### config.mk
export PLATFORM = sky130hd
export DESIGN_NAME = run_watchdog_flat
export DESIGN_NICKNAME = d
export VERILOG_FILES = /design/src/rtl/wdog_pkg.sv /design/src/rtl/run_watchdog_if.sv /design/src/rtl/wdog_countdown.sv /design/src/rtl/run_watchdog.sv /design/src/flat_wrapper.sv
export SDC_FILE = /design/constraint.sdc
export NUM_CORES = 1
export LEC_CHECK = 0
export CAP_MARGIN = 10
export CORE_ASPECT_RATIO = 0.7
export CORE_UTILIZATION = 57
export DETAILED_ROUTE_END_ITERATION = 10
export HOLD_SLACK_MARGIN = 0.1
export PLACE_DENSITY = 0.8
export SYNTH_ARGS = -nofsm -noshare
export SYNTH_HDL_FRONTEND = slang
export SYNTH_HIERARCHICAL = 1
export SYNTH_SLANG_ARGS = --single-unit
### constraint.sdc
create_clock -name aclk -period 3.2 [get_ports aclk]
set_input_delay 0.48 -clock aclk [delete_from_list [all_inputs] [get_ports aclk]]
set_output_delay 0.48 -clock aclk [all_outputs]
set_load 0.01 [all_outputs]
### src/rtl/wdog_pkg.sv
// Shared types and constants for the run watchdog.
// Optional elapsed-cycle counter is enabled by defining WDOG_CYCLE_CNT_EN.
package wdog_pkg;

  localparam int CNT_W = 32;
  localparam logic [CNT_W-1:0] DEFAULT_TO = 32'h7735_9400;

  typedef enum logic [1:0] {
    IDLE  = 2'd0,
    RUN   = 2'd1,
    ABORT = 2'd2,
    DONE  = 2'd3
  } wdog_state_t;

  // A zero timeout request means "use the default", so the countdown never loads 0.
  function automatic logic [CNT_W-1:0] sel_timeout(input logic [CNT_W-1:0] cfg,
                                                   input logic [CNT_W-1:0] dflt);
    return (cfg == '0) ? dflt : cfg;
  endfunction

endpackage

### src/rtl/run_watchdog_if.sv
// Host/kernel control bundle supervised by run_watchdog.
// The cycles signal exists only when WDOG_CYCLE_CNT_EN is defined.
interface run_watchdog_if
  import wdog_pkg::*;
#(
  parameter int CYC_W = 48
);

  logic             ap_start;
  logic [CNT_W-1:0] timeout_cfg;
  logic             progress;
  logic             kernel_done;
  logic             abort_req;
  logic             abort_ack;
  logic             ap_idle;
  logic             ap_done;
  logic             status_timeout;
`ifdef WDOG_CYCLE_CNT_EN
  logic [CYC_W-1:0] cycles;
`endif

  modport master (
    output ap_start, timeout_cfg, progress, kernel_done, abort_ack,
    input  abort_req, ap_idle, ap_done, status_timeout
`ifdef WDOG_CYCLE_CNT_EN
    , input cycles
`endif
  );

  modport slave (
    input  ap_start, timeout_cfg, progress, kernel_done, abort_ack,
    output abort_req, ap_idle, ap_done, status_timeout
`ifdef WDOG_CYCLE_CNT_EN
    , output cycles
`endif
  );

endinterface

### src/rtl/wdog_countdown.sv
// Loadable countdown with a latched reload value; expired_o flags cnt==1.
module wdog_countdown
  import wdog_pkg::*;
(
  input  logic             clk,
  input  logic             rst_n,
  input  logic             load_i,
  input  logic [CNT_W-1:0] load_val_i,
  input  logic             reload_i,
  input  logic             dec_i,
  output logic [CNT_W-1:0] cnt_o,
  output logic             expired_o
);

  logic [CNT_W-1:0] cnt_q, cnt_d;
  logic [CNT_W-1:0] reload_q, reload_d;

  always_comb begin
    // NOTE: every comb output gets a default first so no path leaves it unassigned (no latch).
    cnt_d    = cnt_q;
    reload_d = reload_q;
    if (load_i) begin
      cnt_d    = load_val_i;
      reload_d = load_val_i;
    end else if (reload_i) begin
      cnt_d = reload_q;
    end else if (dec_i) begin
      cnt_d = cnt_q - 1'b1;
    end
  end

  always_ff @(posedge clk) begin
    // NOTE: state registers use non-blocking assignments so all flops update together.
    if (!rst_n) begin
      cnt_q    <= '0;
      reload_q <= '0;
    end else begin
      cnt_q    <= cnt_d;
      reload_q <= reload_d;
    end
  end

  assign cnt_o     = cnt_q;
  assign expired_o = (cnt_q == CNT_W'(1));

endmodule

### src/rtl/run_watchdog.sv
// Supervises one kernel run: countdown armed on start, abort handshake on expiry.
// Define WDOG_CYCLE_CNT_EN to add the saturating elapsed-cycle counter.
module run_watchdog
  import wdog_pkg::*;
#(
  parameter logic [CNT_W-1:0] DEFAULT_TO = wdog_pkg::DEFAULT_TO,
  parameter int               CYC_W      = 48
) (
  input  logic          aclk,
  input  logic          ap_rst_n,
  run_watchdog_if.slave bus
);

  wdog_state_t      state_q, state_d;
  logic             status_timeout_q, status_timeout_d;
  logic             start_acc;
  logic             cnt_reload, cnt_dec, cnt_expired;
  logic [CNT_W-1:0] cnt;

  // Starts are only honoured between runs; DONE may chain straight into RUN.
  assign start_acc  = bus.ap_start && ((state_q == IDLE) || (state_q == DONE));
  assign cnt_reload = (state_q == RUN) && !bus.kernel_done && bus.progress;
  assign cnt_dec    = (state_q == RUN) && !bus.kernel_done && !bus.progress && !cnt_expired;

  wdog_countdown u_countdown (
    .clk        (aclk),
    .rst_n      (ap_rst_n),
    .load_i     (start_acc),
    .load_val_i (sel_timeout(bus.timeout_cfg, DEFAULT_TO)),
    .reload_i   (cnt_reload),
    .dec_i      (cnt_dec),
    .cnt_o      (cnt),
    .expired_o  (cnt_expired)
  );

  always_ff @(posedge aclk) begin
    if (!ap_rst_n) begin
      state_q          <= IDLE;
      status_timeout_q <= 1'b0;
    end else begin
      state_q          <= state_d;
      status_timeout_q <= status_timeout_d;
    end
  end

  always_comb begin
    state_d = state_q;
    unique case (state_q)
      IDLE:  if (bus.ap_start) state_d = RUN;
      RUN: begin
        if (bus.kernel_done)   state_d = DONE;
        else if (bus.progress) state_d = RUN;
        else if (cnt_expired)  state_d = ABORT;
      end
      ABORT: if (bus.abort_ack) state_d = DONE;
      DONE:  state_d = bus.ap_start ? RUN : IDLE;
      default: state_d = IDLE;
    endcase
  end

  always_comb begin
    status_timeout_d = status_timeout_q;
    if (start_acc)
      status_timeout_d = 1'b0;
    else if ((state_q == ABORT) && bus.abort_ack)
      status_timeout_d = 1'b1;
  end

  always_comb begin
    bus.abort_req      = (state_q == ABORT);
    bus.ap_idle        = (state_q == IDLE);
    bus.ap_done        = (state_q == DONE);
    bus.status_timeout = status_timeout_q;
  end

`ifdef WDOG_CYCLE_CNT_EN
  logic [CYC_W-1:0] cycles_q, cycles_d;

  always_comb begin
    cycles_d = cycles_q;
    if (start_acc)
      cycles_d = '0;
    else if (((state_q == RUN) || (state_q == ABORT)) && (cycles_q != '1))
      cycles_d = cycles_q + 1'b1;
  end

  always_ff @(posedge aclk) begin
    if (!ap_rst_n) cycles_q <= '0;
    else           cycles_q <= cycles_d;
  end

  assign bus.cycles = cycles_q;
`endif

endmodule

### src/flat_wrapper.sv
// flat-port wrapper written by rule: the top's interface ports become plain ports
module run_watchdog_flat import wdog_pkg::*;
#(
  parameter logic [CNT_W-1:0] DEFAULT_TO = wdog_pkg::DEFAULT_TO,
  parameter int               CYC_W      = 48
)
  (aclk, ap_rst_n, bus_ap_start, bus_timeout_cfg, bus_progress, bus_kernel_done, bus_abort_ack, bus_abort_req, bus_ap_idle, bus_ap_done, bus_status_timeout);
  run_watchdog_if #(.CYC_W(CYC_W)) bus_i ();
  input  logic aclk;
  input  logic ap_rst_n;
  input wire logic [$bits(bus_i.ap_start)-1:0] bus_ap_start;
  input wire logic [$bits(bus_i.timeout_cfg)-1:0] bus_timeout_cfg;
  input wire logic [$bits(bus_i.progress)-1:0] bus_progress;
  input wire logic [$bits(bus_i.kernel_done)-1:0] bus_kernel_done;
  input wire logic [$bits(bus_i.abort_ack)-1:0] bus_abort_ack;
  output wire logic [$bits(bus_i.abort_req)-1:0] bus_abort_req;
  output wire logic [$bits(bus_i.ap_idle)-1:0] bus_ap_idle;
  output wire logic [$bits(bus_i.ap_done)-1:0] bus_ap_done;
  output wire logic [$bits(bus_i.status_timeout)-1:0] bus_status_timeout;
  assign bus_i.ap_start = bus_ap_start;
  assign bus_i.timeout_cfg = bus_timeout_cfg;
  assign bus_i.progress = bus_progress;
  assign bus_i.kernel_done = bus_kernel_done;
  assign bus_i.abort_ack = bus_abort_ack;
  assign bus_abort_req = bus_i.abort_req;
  assign bus_ap_idle = bus_i.ap_idle;
  assign bus_ap_done = bus_i.ap_done;
  assign bus_status_timeout = bus_i.status_timeout;
  run_watchdog #(.DEFAULT_TO(DEFAULT_TO), .CYC_W(CYC_W)) u_core (.aclk(aclk), .ap_rst_n(ap_rst_n), .bus(bus_i));
endmodule
==> impl_metrics.yaml <==
yosys:
  synth-simple-area-share_pct: 23.1
  yosys.area_share.adder_pct: 2.22
  ys_ff_latch: 67
  synthTopCellsByArea: "dfxtp_1, mux2i_1, a21oi_1, nor2_1, clkbuf_1"
  synth_top_flop_cell: "dfxtp_1"
  synth.avg_cell_area_sq_um: 8.05
  synth_fp_nets: 535
  synth_mux_area_share_pct: 7.14
  yosysTopAreaCellShare_pct: 34.0
  synth-xor-area-share_pct: 1.33
  yosys_warnings: 6
  ys_seq_area_share_pct: 34.0
  synth.cell_area_sq_um: 3940
  async_flop_share_pct: 0
  synth_edf_count: 0
  synth_compound_area_share_pct: 26.0
  yosysTopAreaCell: "dfxtp_1"
  synth_top_family_by_area: "compound AO/OA/AOI/OAI gates"
  synth_cell_types: 68
  syn_inst: 490
detailed_routing:
  drt_iter0_markers: 435
  drt_wl_total_um: 11600
  num_vias: 3947
  dr.pass1.iters: 5
  wl_per_cell_um: 18.9
  postRouteAntennaNets: 0
  drc: 0
  via_per_inst: 6.44
clock_network:
  cts-buffers-inserted: 9
  post_cts_buffers: 0
  cts_tree: "built"
  cts.repair.resized: 0
  cts_sinks: 67
  ctsHoldBuffers: 0
  h-tree-depth: 3
  clk_latency_ns: 0.36
  root_buffer: "clkbuf_8"
  clk_pin_slew_worst_paths_ns: 0.08
  clockBufferDepth: 2
placed_design:
  numPortBuffers: 41
  routabilityCongestion: 0.965
  dp_cells: 597
  hpwl_um: 8370
status:
  status: "finished clean"
sta:
  hold_violations: 0
  hold_ws_ns: 0.473
  tightest_slew_ns: 0.876
  rsz0062_at_grt: "no"
  slew_viol_final: 0
  min_period_ns: 3.04
  skew_ns: 0.00884
  fin_crit_sh_pct: 94.9
  clock.fmax_ghz: 0.329
  setup_viol: 0
  timing.setup.tns_ns: 0
  maxSlewHeadroom_pct: 41.6
job:
  maxCapViolations: 0
power:
  p_seq_share_pct: 36.2
  p_per_area_nw_per_um2: 624
  irDropWorstVdd_v: 0.000350
  p_sw_share_pct: 37.5
  switchingPower_mw: 1.10
  intPower_mw: 1.83
  p_comb_share_pct: 37.8
  p_leak_nw: 1.71
  power_frac_clock_pct: 26.0
finish:
  final_common_cell: "dfxtp_1"
  fin_nets: 562
  drive_gt1_share_pct: 11.7
  regArea_sq_um: 1340
  mostFrequentLayoutCells: "dfxtp_1, nor2_1, a21oi_1, clkdlybuf4s50_1, nand2_1"
  instances_no_fill: 613
  diodes: 0
  fill_cells: 520
  syn2layout_area_growth_pct: 18.9
  multi_input_area_sq_um: 2370
floorplanning:
  dieArea_sq_um: 7260
  die_h_um: 71.6
  core_sq_um: 6460
  fp.dieW_um: 101
  io_pins: 42
  start_util_pct: 61.1
  rows: 24
global_route:
  grt_max_degree: 36
  grt_pass1_vias: 3606
  use_met1_pct: 46.9
  grt_pass1_wl_um: 18500
  grt-ovfl-total: 0
  grt_busiest_layer: "met1"
  grt.total_usage_pct: 33.7
  grt_use_met3_pct: 13.4
  antenna_found_initial: 0
  met2_usage_pct: 46.6
setup_path:
  timing.rr.end: "u_core/u_countdown/cnt_o[30]"
  worstSetupPathType: "flip-flop to flip-flop"
  cp_max_fo: 10
  critPathLaunch: "u_core/u_countdown/cnt_o[1]"
  endpoint: "u_core/u_countdown/cnt_o[30]"
  ff2ff_setup_slack_ns: 0.16
  cp.arrival_ns: 3.28
  end_kind: "flip-flop"
  regToRegStartpoint: "u_core/u_countdown/cnt_o[1]"
  startpoint_type: "flip-flop"
  ff2ff_path_depth: 10
  cp.required_ns: 3.44
hold_path:
  hold_path.class: "flip-flop to flip-flop"
## power groups by stage
stage | combinational, mW | clock, mW | sequential (mW)
floorplan | 0.754 | 0 | 1.03
detailed placement | 1.07 | 0 | 1.07
global route | 1.19 | 0.804 | 1.07
CTS | 1.07 | 0.763 | 1.05
finish | 1.11 | 0.761 | 1.06
global placement | 1.04 | 0 | 1.06
## Yosys cell counts, types with 3 or more instances
master and number:
nor3_1 13, dfxtp_1 67, o31ai_1 7, o21bai_1 13, or2_2 3, nand2b_1 6, nor4_1 16, a21oi_1 43
o21a_1 4, ha_1 7, mux2i_1 27, o21ai_0 24, clkbuf_1 41, a22o_1 3, o211ai_1 4, o21ai_1 3
a211oi_1 7, nor2b_1 5, a31oi_1 8, xnor2_1 5, inv_1 12, o221a_1 3, nand3_1 8, nor2_1 46
nor4_2 3, nand2_1 34, buf_2 7, a22oi_1 10, or3_1 9, nand4_1 6
## worst max-delay path, stage by stage (launching register included)
cell and delay, ns:
dfxtp_1 0.38, inv_1 0.09, ha_1 0.18, nor4b_1 0.15, and4_1 0.22, or4b_4 0.51, inv_1 0.31, inv_1 0.19
o41a_1 0.46, a311oi_1 0.31, o21ai_1 0.12
## sequential cells by signal (all words and copies together) (netlist names), named ones only
register,count
u_core/bus.status_timeout,1
u_core/state_q,1
u_core/u_countdown/reload_q,32
u_core/u_countdown/cnt_o,32
## area by class of cell
| type | instances | area share, % |
|---|---|---|
| multi-input combinational | 361 | 50.5 |
| clock buffer | 12 | 3.52 |
| clock inverter | 4 | 1.01 |
| timing repair buffer | 65 | 12.9 |
| sequential | 67 | 28.6 |
| tap | 91 | 2.43 |
| inverter | 13 | 1.04 |
## metal layers
| metal | part of all wire (%) | vias up |
|---|---|---|
| li1 | - | 1866 |
| met1 | 44 | 1829 |
| met2 | 41 | 224 |
| met3 | 13 | 28 |
| met4 | 2.1 | 0 |
| met5 | 0 | - |
## kinds of logic (layout without fill, tap and decap cells)
| family | after synthesis | count (layout) |
|---|---|---|
| mux | 28 | 28 |
| xor+xnor | 6 | 6 |
| flops | 67 | 67 |
| compound gates | 154 | 154 |
| simple gates | 166 | 166 |
| fa+ha+maj | 7 | 7 |
| buf+inv | 62 | 94 |
## worst min-delay path by stage
stage / from / endpoint / cells past startpoint
after global routing: u_core/u_countdown/reload_q[17] / u_core/u_countdown/reload_q[17] / 2
after floorplan: u_core/u_countdown/reload_q[3] / u_core/u_countdown/reload_q[3] / 2
final: u_core/u_countdown/reload_q[17] / u_core/u_countdown/reload_q[17] / 2
after CTS: u_core/u_countdown/reload_q[3] / u_core/u_countdown/reload_q[3] / 2
after detailed placement: u_core/u_countdown/reload_q[3] / u_core/u_countdown/reload_q[3] / 2
after global placement: u_core/u_countdown/reload_q[19] / u_core/u_countdown/reload_q[19] / 2
## stage by stage
step	power [mW]	cell area (sq um)	util, %	setup slack, ns
floorplan	1.79	3940	-	0.542
global placement	2.10	4480	69.3	0.378
detailed placement	2.14	4480	69.3	0.238
CTS	2.89	4690	72.6	0.228
global route	3.06	4690	72.6	0.0487
finish	2.93	4690	72.6	0.163
Note: power is estimated with default switching activity, not from simulation.
